[config.mk]
export PLATFORM = sky130hd
export DESIGN_NAME = signed_bcd_encoder
export DESIGN_NICKNAME = d
export VERILOG_FILES = /design/src/rtl/signed_bcd_encoder.sv
export SDC_FILE = /design/constraint.sdc
export NUM_CORES = 1
export LEC_CHECK = 0
export CAP_MARGIN = 10
export CORE_MARGIN = 2
export CORE_UTILIZATION = 45
export CTS_BUF_LIST = sky130_fd_sc_hd__clkbuf_4 sky130_fd_sc_hd__clkbuf_8
export DETAILED_ROUTE_END_ITERATION = 16
export PLACE_DENSITY = 0.77
export SYNTH_ARGS = -nofsm -noshare
export SYNTH_HDL_FRONTEND = slang
export SYNTH_SLANG_ARGS = --single-unit
[constraint.sdc]
create_clock -name clk -period 1.7 [get_ports clk]
set_clock_uncertainty 0.1 [all_clocks]
set_input_delay 0.17 -clock clk [delete_from_list [all_inputs] [get_ports clk]]
set_output_delay 0.17 -clock clk [all_outputs]
set_load 0.02 [all_outputs]
[src/rtl/signed_bcd_encoder.sv]
// signed_bcd_encoder
//   Converts a two's-complement operand into a sign flag G plus unsigned BCD
//   magnitude digits, using a multi-cycle double-dabble (shift/add-3) sequence
//   with a start/busy/done handshake. Feeds the minus-sign generator (G) and
//   the seven-segment digit mux (digits, blank).
// Ports
//   clk    : rising-edge clock
//   rst    : asynchronous active-high reset
//   start  : conversion request, sampled only while idle
//   value  : signed operand, sampled with start
//   busy   : high whenever a conversion is in flight (including the done cycle)
//   done   : one-cycle pulse when G/digits/blank are updated
//   G      : 1 = result negative (nonzero negative input only)
//   digits : BCD magnitude, digit i at [4i+3:4i], digit 0 is least significant
//   blank  : bit i set when digit i is a leading zero; bit 0 always clear
module signed_bcd_encoder #(
    parameter int WIDTH  = 8,
    parameter int DIGITS = 3
) (
    input  logic                  clk,
    input  logic                  rst,
    input  logic                  start,
    input  logic [WIDTH-1:0]      value,
    output logic                  busy,
    output logic                  done,
    output logic                  G,
    output logic [4*DIGITS-1:0]   digits,
    output logic [DIGITS-1:0]     blank
);

    localparam int CW = $clog2(WIDTH + 1);
    localparam logic [DIGITS-1:0] BLANK_RST = {DIGITS{1'b1}} << 1;

    typedef enum logic [1:0] {
        IDLE,
        SHIFT,
        FIN
    } state_t;

    state_t                state, state_nx;
    logic [4*DIGITS-1:0]   bcd, adj, bcd_n;
    logic [WIDTH-1:0]      mag, mag_n;
    logic [CW-1:0]         cnt;
    logic                  sign;
    logic [DIGITS-1:0]     blank_n;

    // State register
    always_ff @(posedge clk or posedge rst) begin
        if (rst) begin
            state <= IDLE;
        end else begin
            state <= state_nx;
        end
    end

    // Next-state logic
    always_comb begin
        state_nx = state;
        case (state)
            IDLE:    if (start) state_nx = SHIFT;
            SHIFT:   if (cnt == CW'(1)) state_nx = FIN;
            FIN:     state_nx = IDLE;
            default: state_nx = IDLE;
        endcase
    end

    assign busy = (state != IDLE);
    assign done = (state == FIN);

    // One double-dabble step: add 3 to every nibble >= 5, then shift the
    // magnitude MSB into the BCD LSB. The BCD MSB falls off the top; with
    // 10^DIGITS > 2^(WIDTH-1) it is always zero for a legal result.
    always_comb begin
        adj = bcd;
        for (int unsigned k = 0; k < DIGITS; k++) begin
            if (bcd[4*k +: 4] >= 4'd5) adj[4*k +: 4] = bcd[4*k +: 4] + 4'd3;
        end
        {bcd_n, mag_n} = {adj, mag} << 1;
    end

    // A digit is blank when it and every more significant digit are zero.
    always_comb begin
        blank_n = '0;
        for (int unsigned i = 1; i < DIGITS; i++) begin
            blank_n[i] = ((bcd_n >> (4*i)) == '0);
        end
    end

    // Datapath; outputs only change on the final iteration.
    always_ff @(posedge clk or posedge rst) begin
        if (rst) begin
            bcd    <= '0;
            mag    <= '0;
            cnt    <= '0;
            sign   <= 1'b0;
            G      <= 1'b0;
            digits <= '0;
            blank  <= BLANK_RST;
        end else begin
            case (state)
                IDLE: begin
                    if (start) begin
                        sign <= value[WIDTH-1];
                        // Unsigned negate: the most negative value maps to 2^(WIDTH-1).
                        mag  <= value[WIDTH-1] ? (~value + 1'b1) : value;
                        bcd  <= '0;
                        cnt  <= CW'(WIDTH);
                    end
                end
                SHIFT: begin
                    bcd <= bcd_n;
                    mag <= mag_n;
                    cnt <= cnt - 1'b1;
                    if (cnt == CW'(1)) begin
                        digits <= bcd_n;
                        G      <= sign;
                        blank  <= blank_n;
                    end
                end
                default: ;
            endcase
        end
    end

endmodule

; ---- Word-level counts from Yosys, hierarchy flattened
; Index checks and enable logic that the tools add are counted.
[word_totals]
register_bits = 42
in_bits = 11
output_inout_bits = 18
wordCells = 44
[classes]
add_sub_neg = 5
n_lt_le_gt_ge = 3
n_eq_ne = 5
mux = 13
bitwise = 1
n_reduce_logical = 9
[op_table]
columns = cell, count
row1 = zero test 12 bit, 2
row2 = one-hot mux 12 bit (2 select lines), 1
row3 = 2-to-1 mux 8 bit, 2
row4 = one-hot mux 8 bit (2 select lines), 1
row5 = >= comparator 4 x 3 -> 1 bit (second input constant), 3
row6 = 2-to-1 mux 12 bit, 1
row7 = 2-to-1 mux 4 bit, 3
row8 = adder 4 x 2 -> 4 bit (second input constant), 2
row9 = adder 8 x 1 -> 8 bit (second input constant), 1
row10 = inverter 8 bit, 1
row11 = one-hot mux 4 bit (2 select lines), 1
row12 = AND reduction 2 bit, 4
row13 = equality test 4 x 1 -> 1 bit (second input constant), 1
row14 = 2-to-1 mux 2 bit, 2
row15 = != test 2 bit (second input constant), 2
row16 = one-hot mux 2 bit (2 select lines), 1
row17 = nonzero test 2 bit, 2
row18 = subtractor 4 x 1 -> 4 bit (second input constant), 1
row19 = adder 3 x 2 -> 3 bit (second input constant), 1
row20 = 2-to-1 mux 3 bit, 1
row21 = equality test 2 x 1 -> 1 bit (second input constant), 1
row22 = equality test 2 bit (second input constant), 1
row23 = zero test 2 bit, 1

; ---- Longest topological paths before layout
[depth]
depth_word = 5
depth_mapped = 7
mapped_depth_nobuf = 7

; ---- Least setup slack after synthesis
; Ideal clock, no wire load.
[synth_timing]
path_kind = flip-flop to flip-flop
startpoint = reg bcd[4]
endpoint = reg blank[1]
setup_ps = 97
arrival_ps = 1440
required_ps = 1503
path_slack_ps = 63
path_stages_with_launch = 8
path_buffers = 0
period_less_slack_ps = 1637
cell_sequence = dfrtp_1 -> inv_1 -> ha_1 -> nand2b_1 -> a21oi_2 -> mux2i_1 -> nand3_1 -> o41ai_2
[synth_between]
elab_chain_cells = 3
word_cells_on_any_way = 4
cone_classes = add/sub: 1 / order compare: 1 / mux: 1 / reduce/logical: 1
[synth_rtl]
columns = item, line_no
row1 = from (decl), 41  ; logic [4*DIGITS-1:0] bcd, adj, bcd_n;
row2 = from (signal assigned), 111  ; bcd <= bcd_n;
row3 = adder 4 x 2 -> 4 bit or >= comparator 4 x 3 -> 1 bit (tied branches), 76  ; if (bcd[4*k +: 4] >= 4'd5) adj[4*k +: 4] = bcd[4*k +: 4] + 4'd3;
row4 = 2-to-1 mux 4 bit (*), 76
row5 = zero test 12 bit (*), 85  ; blank_n[i] = ((bcd_n >> (4*i)) == '0);
row6 = to (signal assigned), 117  ; blank <= blank_n;
row7 = to (decl), 28  ; output logic [DIGITS-1:0] blank
; Every way passes the cells marked *; elsewhere a longest branch is shown, timed or not.
; A chain may end at the register's enable or synchronous reset.

; ---- Final worst setup path
; Same ends and word-level chain as after synthesis.

==> run_results.csv <==
group,metric,value,unit
clock_tree,path_clk_slew,80,ps
detailed_routing,first_pass_iters,4,
worst_setup_path,regToRegEndpoint,"blank[1]",
worst_setup_path,endpoint_kind,"flop",
die,die_w,72.98,um
power,ir_drop,540.4,uV
worst_setup_path,startpoint_type,"flop",
outcome,status,"complete, but fails checks",
clock_tree,cts.path.max_buffers,2,
layout,area_delta_synth_final,32.44,%
detailed_routing,vias,1672,
power,p_clk_share,12.3,%
power,p_int,3.220,mW
die,io_pins,29,
worst_setup_path,crit_start,"bcd[4]",
power,power.switching,2.136,mW
timing,rsz0062_at_grt,"yes",
layout,post-route-util,60.83,%
grt,grt_max_degree,43,
synthesis,synth_fa_ha_area_share,5.260,%
synthesis,ys_ff_latch,42,
die,core_area,4661,um^2
synthesis,synthDistinctLibCells,44,
timing,setup_violations,1,
clock_tree,clk_latency,290,ps
placed_design,place_ws,-9.284,ps
grt,grt_pass1_vias,1565,
timing,drv_slew,0,
synthesis,ys.warnings.count,0,
detailed_routing,post-route-drc-count,0,
detailed_routing,drt-initial-drc-count,85,
synthesis,synth_seq_area_share,49.21,%
layout,drive_above_1_share,24.25,%
power,p_sw_share,39.88,%
power,p_leak,1.277,nW
worst_setup_path,cp.arrival,1810,ps
synthesis,synth-simple-area-share,17.77,%
grt,grt_use_total,16.80,%
placed_design,io_buffer_count,27,
die,dieArea,5325,um^2
synthesis,synth_compound_area_share,16.83,%
layout,num_antenna_cells,0,
placed_design,gp_congestion,0.8363,
worst_setup_path,r2r_cells,7,
worst_setup_path,path_max_fanout,3,
worst_setup_path,r2r_setup_slack,-10,ps
timing,finalWorstSetupSlack,-9.923,ps
detailed_routing,wl_per_cell,13.33,um
clock_tree,htreeDepth,2,
timing,fmax,584.8,MHz
synthesis,synthXorXnorAreaFrac,3.273,%
synthesis,syn_nets,242,
worst_setup_path,critPathRequiredTime,1800,ps
synthesis,syn_area,2141,um^2
outcome,violations,"negative setup slack",
synthesis,synthMuxAreaShare,2.513,%
clock_tree,numCtsBuffers,5,
placed_design,hpwl,2953,um
detailed_routing,antenna_left,0,
worst_setup_path,r2r-start,"bcd[4]",
die,die_h,72.98,um
layout,fill_cells,392,
power,seq_power_share,33.7,%
run,drv_cap,0,
worst_setup_path,crit_type,"reg -> reg",
grt,grt_antenna_before_repair,0,
power,power.density,1889,nW/um^2
detailed_routing,wl,4293,um
grt,grt_pass1_wl,6900,um
synthesis,synthCells,222,
clock_tree,cts_num_sinks,42,
clock_tree,tritoncts,"yes",
synthesis,synth_top_family_by_area,"simple AND/OR/NAND/NOR gates",
layout,fin_nets,287,
timing,hold_viol,0,
die,start_util,45.93,%
detailed_routing,via_per_inst,5.193,
grt,grt.overflow.total,0,
die,num_rows,25,
timing,min_period_over_period,100.6,%
power,p_comb_share,54.1,%
synthesis,syn_avg_cell_area,9.643,um^2
clock_tree,root_buffer,"clkbuf_8",
min_path,hp-class,"in -> async",
timing,period_minus_slack,1710,ps
[worst max-delay path: stages (launching register included)]
cell and delay, ps:
dfrtp_1 440, inv_2 110, ha_4 160, nand2b_4 60, a21oi_4 170, mux2i_1 200, nand3_1 100, o41ai_2 280
[cells by family after synthesis]
kind of cell / count (synthesis)
other: 1
adders and majority gates: 9
DFF: 42
AOI/OAI and AO/OA: 58
xor gates and xnor gates: 8
buffers and inverters: 24
muxes: 5
and+or+nand+nor: 75
[synthesized netlist by cell type (all sizes together)]
cell type,instances,area share (%)
nand3,14,3.3
buf,8,2.1
a221o,2,0.94
or2,1,0.29
nor4,1,0.29
mux2,3,1.6
clkbuf,3,0.53
a21oi,6,1.8
o21ai,33,7.7
o41ai,1,0.76
and2,1,0.29
nor2b,2,0.58
dfrtp,40,47
inv,12,2.1
nor2,8,1.8
mux2i,2,0.94
o31ai,4,1.6
ha,9,5.3
conb,1,0.18
a21o,1,0.35
xnor2,4,1.6
clkinv,1,0.23
xor2,4,1.6
a22oi,5,1.8
a31oi,3,0.88
and2b,1,0.41
nor3,3,0.70
a211oi,1,0.35
or3b,1,0.41
or3,1,0.53
dfstp,2,2.5
a21boi,1,0.35
nand2,34,6.4
nor3b,4,1.6
nand2b,4,1.2
o21a,1,0.35
[per-stage QoR]
stage	hold WS (ps)	area, um^2	TNS, ps	total power, mW	instances
finish	135.4	2835	-9.923	5.356	322
floorplan	241.6	2141	0	3.336	222
global placement	352.2	2580	0	4.168	308
detailed placement	366.7	2580	-9.284	4.269	308
CTS	139.4	2679	0	4.962	317
global route	155.7	2835	-349.8	5.792	322
[registers in the layout (all words and copies together), names as in the netlist]
register,cells
bcd,12
digits,12
mag,8
cnt,4
blank,2
state,2
G,1
sign,1
[power by group through the flow]
stage | Sequential, mW | Combinational, mW | Clock (mW)
final | 1.80 | 2.90 | 0.657
after global routing | 1.86 | 3.21 | 0.720
after CTS | 1.78 | 2.50 | 0.683
after detailed placement | 1.79 | 2.48 | 0
after global placement | 1.76 | 2.40 | 0
after floorplan | 1.92 | 1.42 | 0
[layer usage]
metal / global-route usage (%) / part of all wire [%] / vias to the layer above
met5: 0 / 0 / -
met3: 4.558 / 2.9 / 2
met4: 5.350 / 0.44 / 0
met1: 20.84 / 45 / 792
met2: 28.48 / 52 / 29
li1: - / - / 849
[worst max path at each step]
| stage | to | slack (ps) | depth (start not counted) |
|---|---|---|---|
| floorplan | blank[1] | 60 | 7 |
| global placement | mag[1] | 40 | 6 |
| detailed placement | blank[1] | -9 | 6 |
| CTS | blank[2] | 2 | 1 |
| global route | blank[1] | -160 | 7 |
| finish | blank[1] | -10 | 7 |
[layout make-up]
| cell class | instances | area, um^2 | share of cell area (%) |
|---|---|---|---|
| clock buffer | 8 | 91.34 | 3.222 |
| inverter | 13 | 50.05 | 1.765 |
| multi-input combinational | 156 | 1101 | 38.84 |
| sequential | 42 | 1054 | 37.16 |
| tap | 54 | 67.56 | 2.383 |
| timing repair buffer | 49 | 471.7 | 16.64 |
[placed cells by master, fill, tap and decap left out, types with 4 or more instances in the layout]
master / Yosys / layout
a22oi_1: 5 / 5
buf_4: 2 / 19
clkbuf_8: 0 / 5
clkdlybuf4s50_1: 0 / 23
dfrtp_1: 40 / 40
ha_1: 9 / 5
ha_4: 0 / 4
inv_1: 12 / 7
inv_2: 0 / 5
nand2_1: 32 / 31
nand3_1: 14 / 14
nor2_1: 7 / 7
o21ai_0: 29 / 25
o21ai_1: 4 / 7
xnor2_1: 4 / 4
xor2_1: 4 / 4
[what timing repair did]
item / CTS / global route
hold buffers: 0 / 0
resized for setup: 4 / 31
setup endpoints to repair: 6 / 15
setup buffers: 1 / 5
pin swaps: 2 / 5
(Power assumes the default switching activity.)
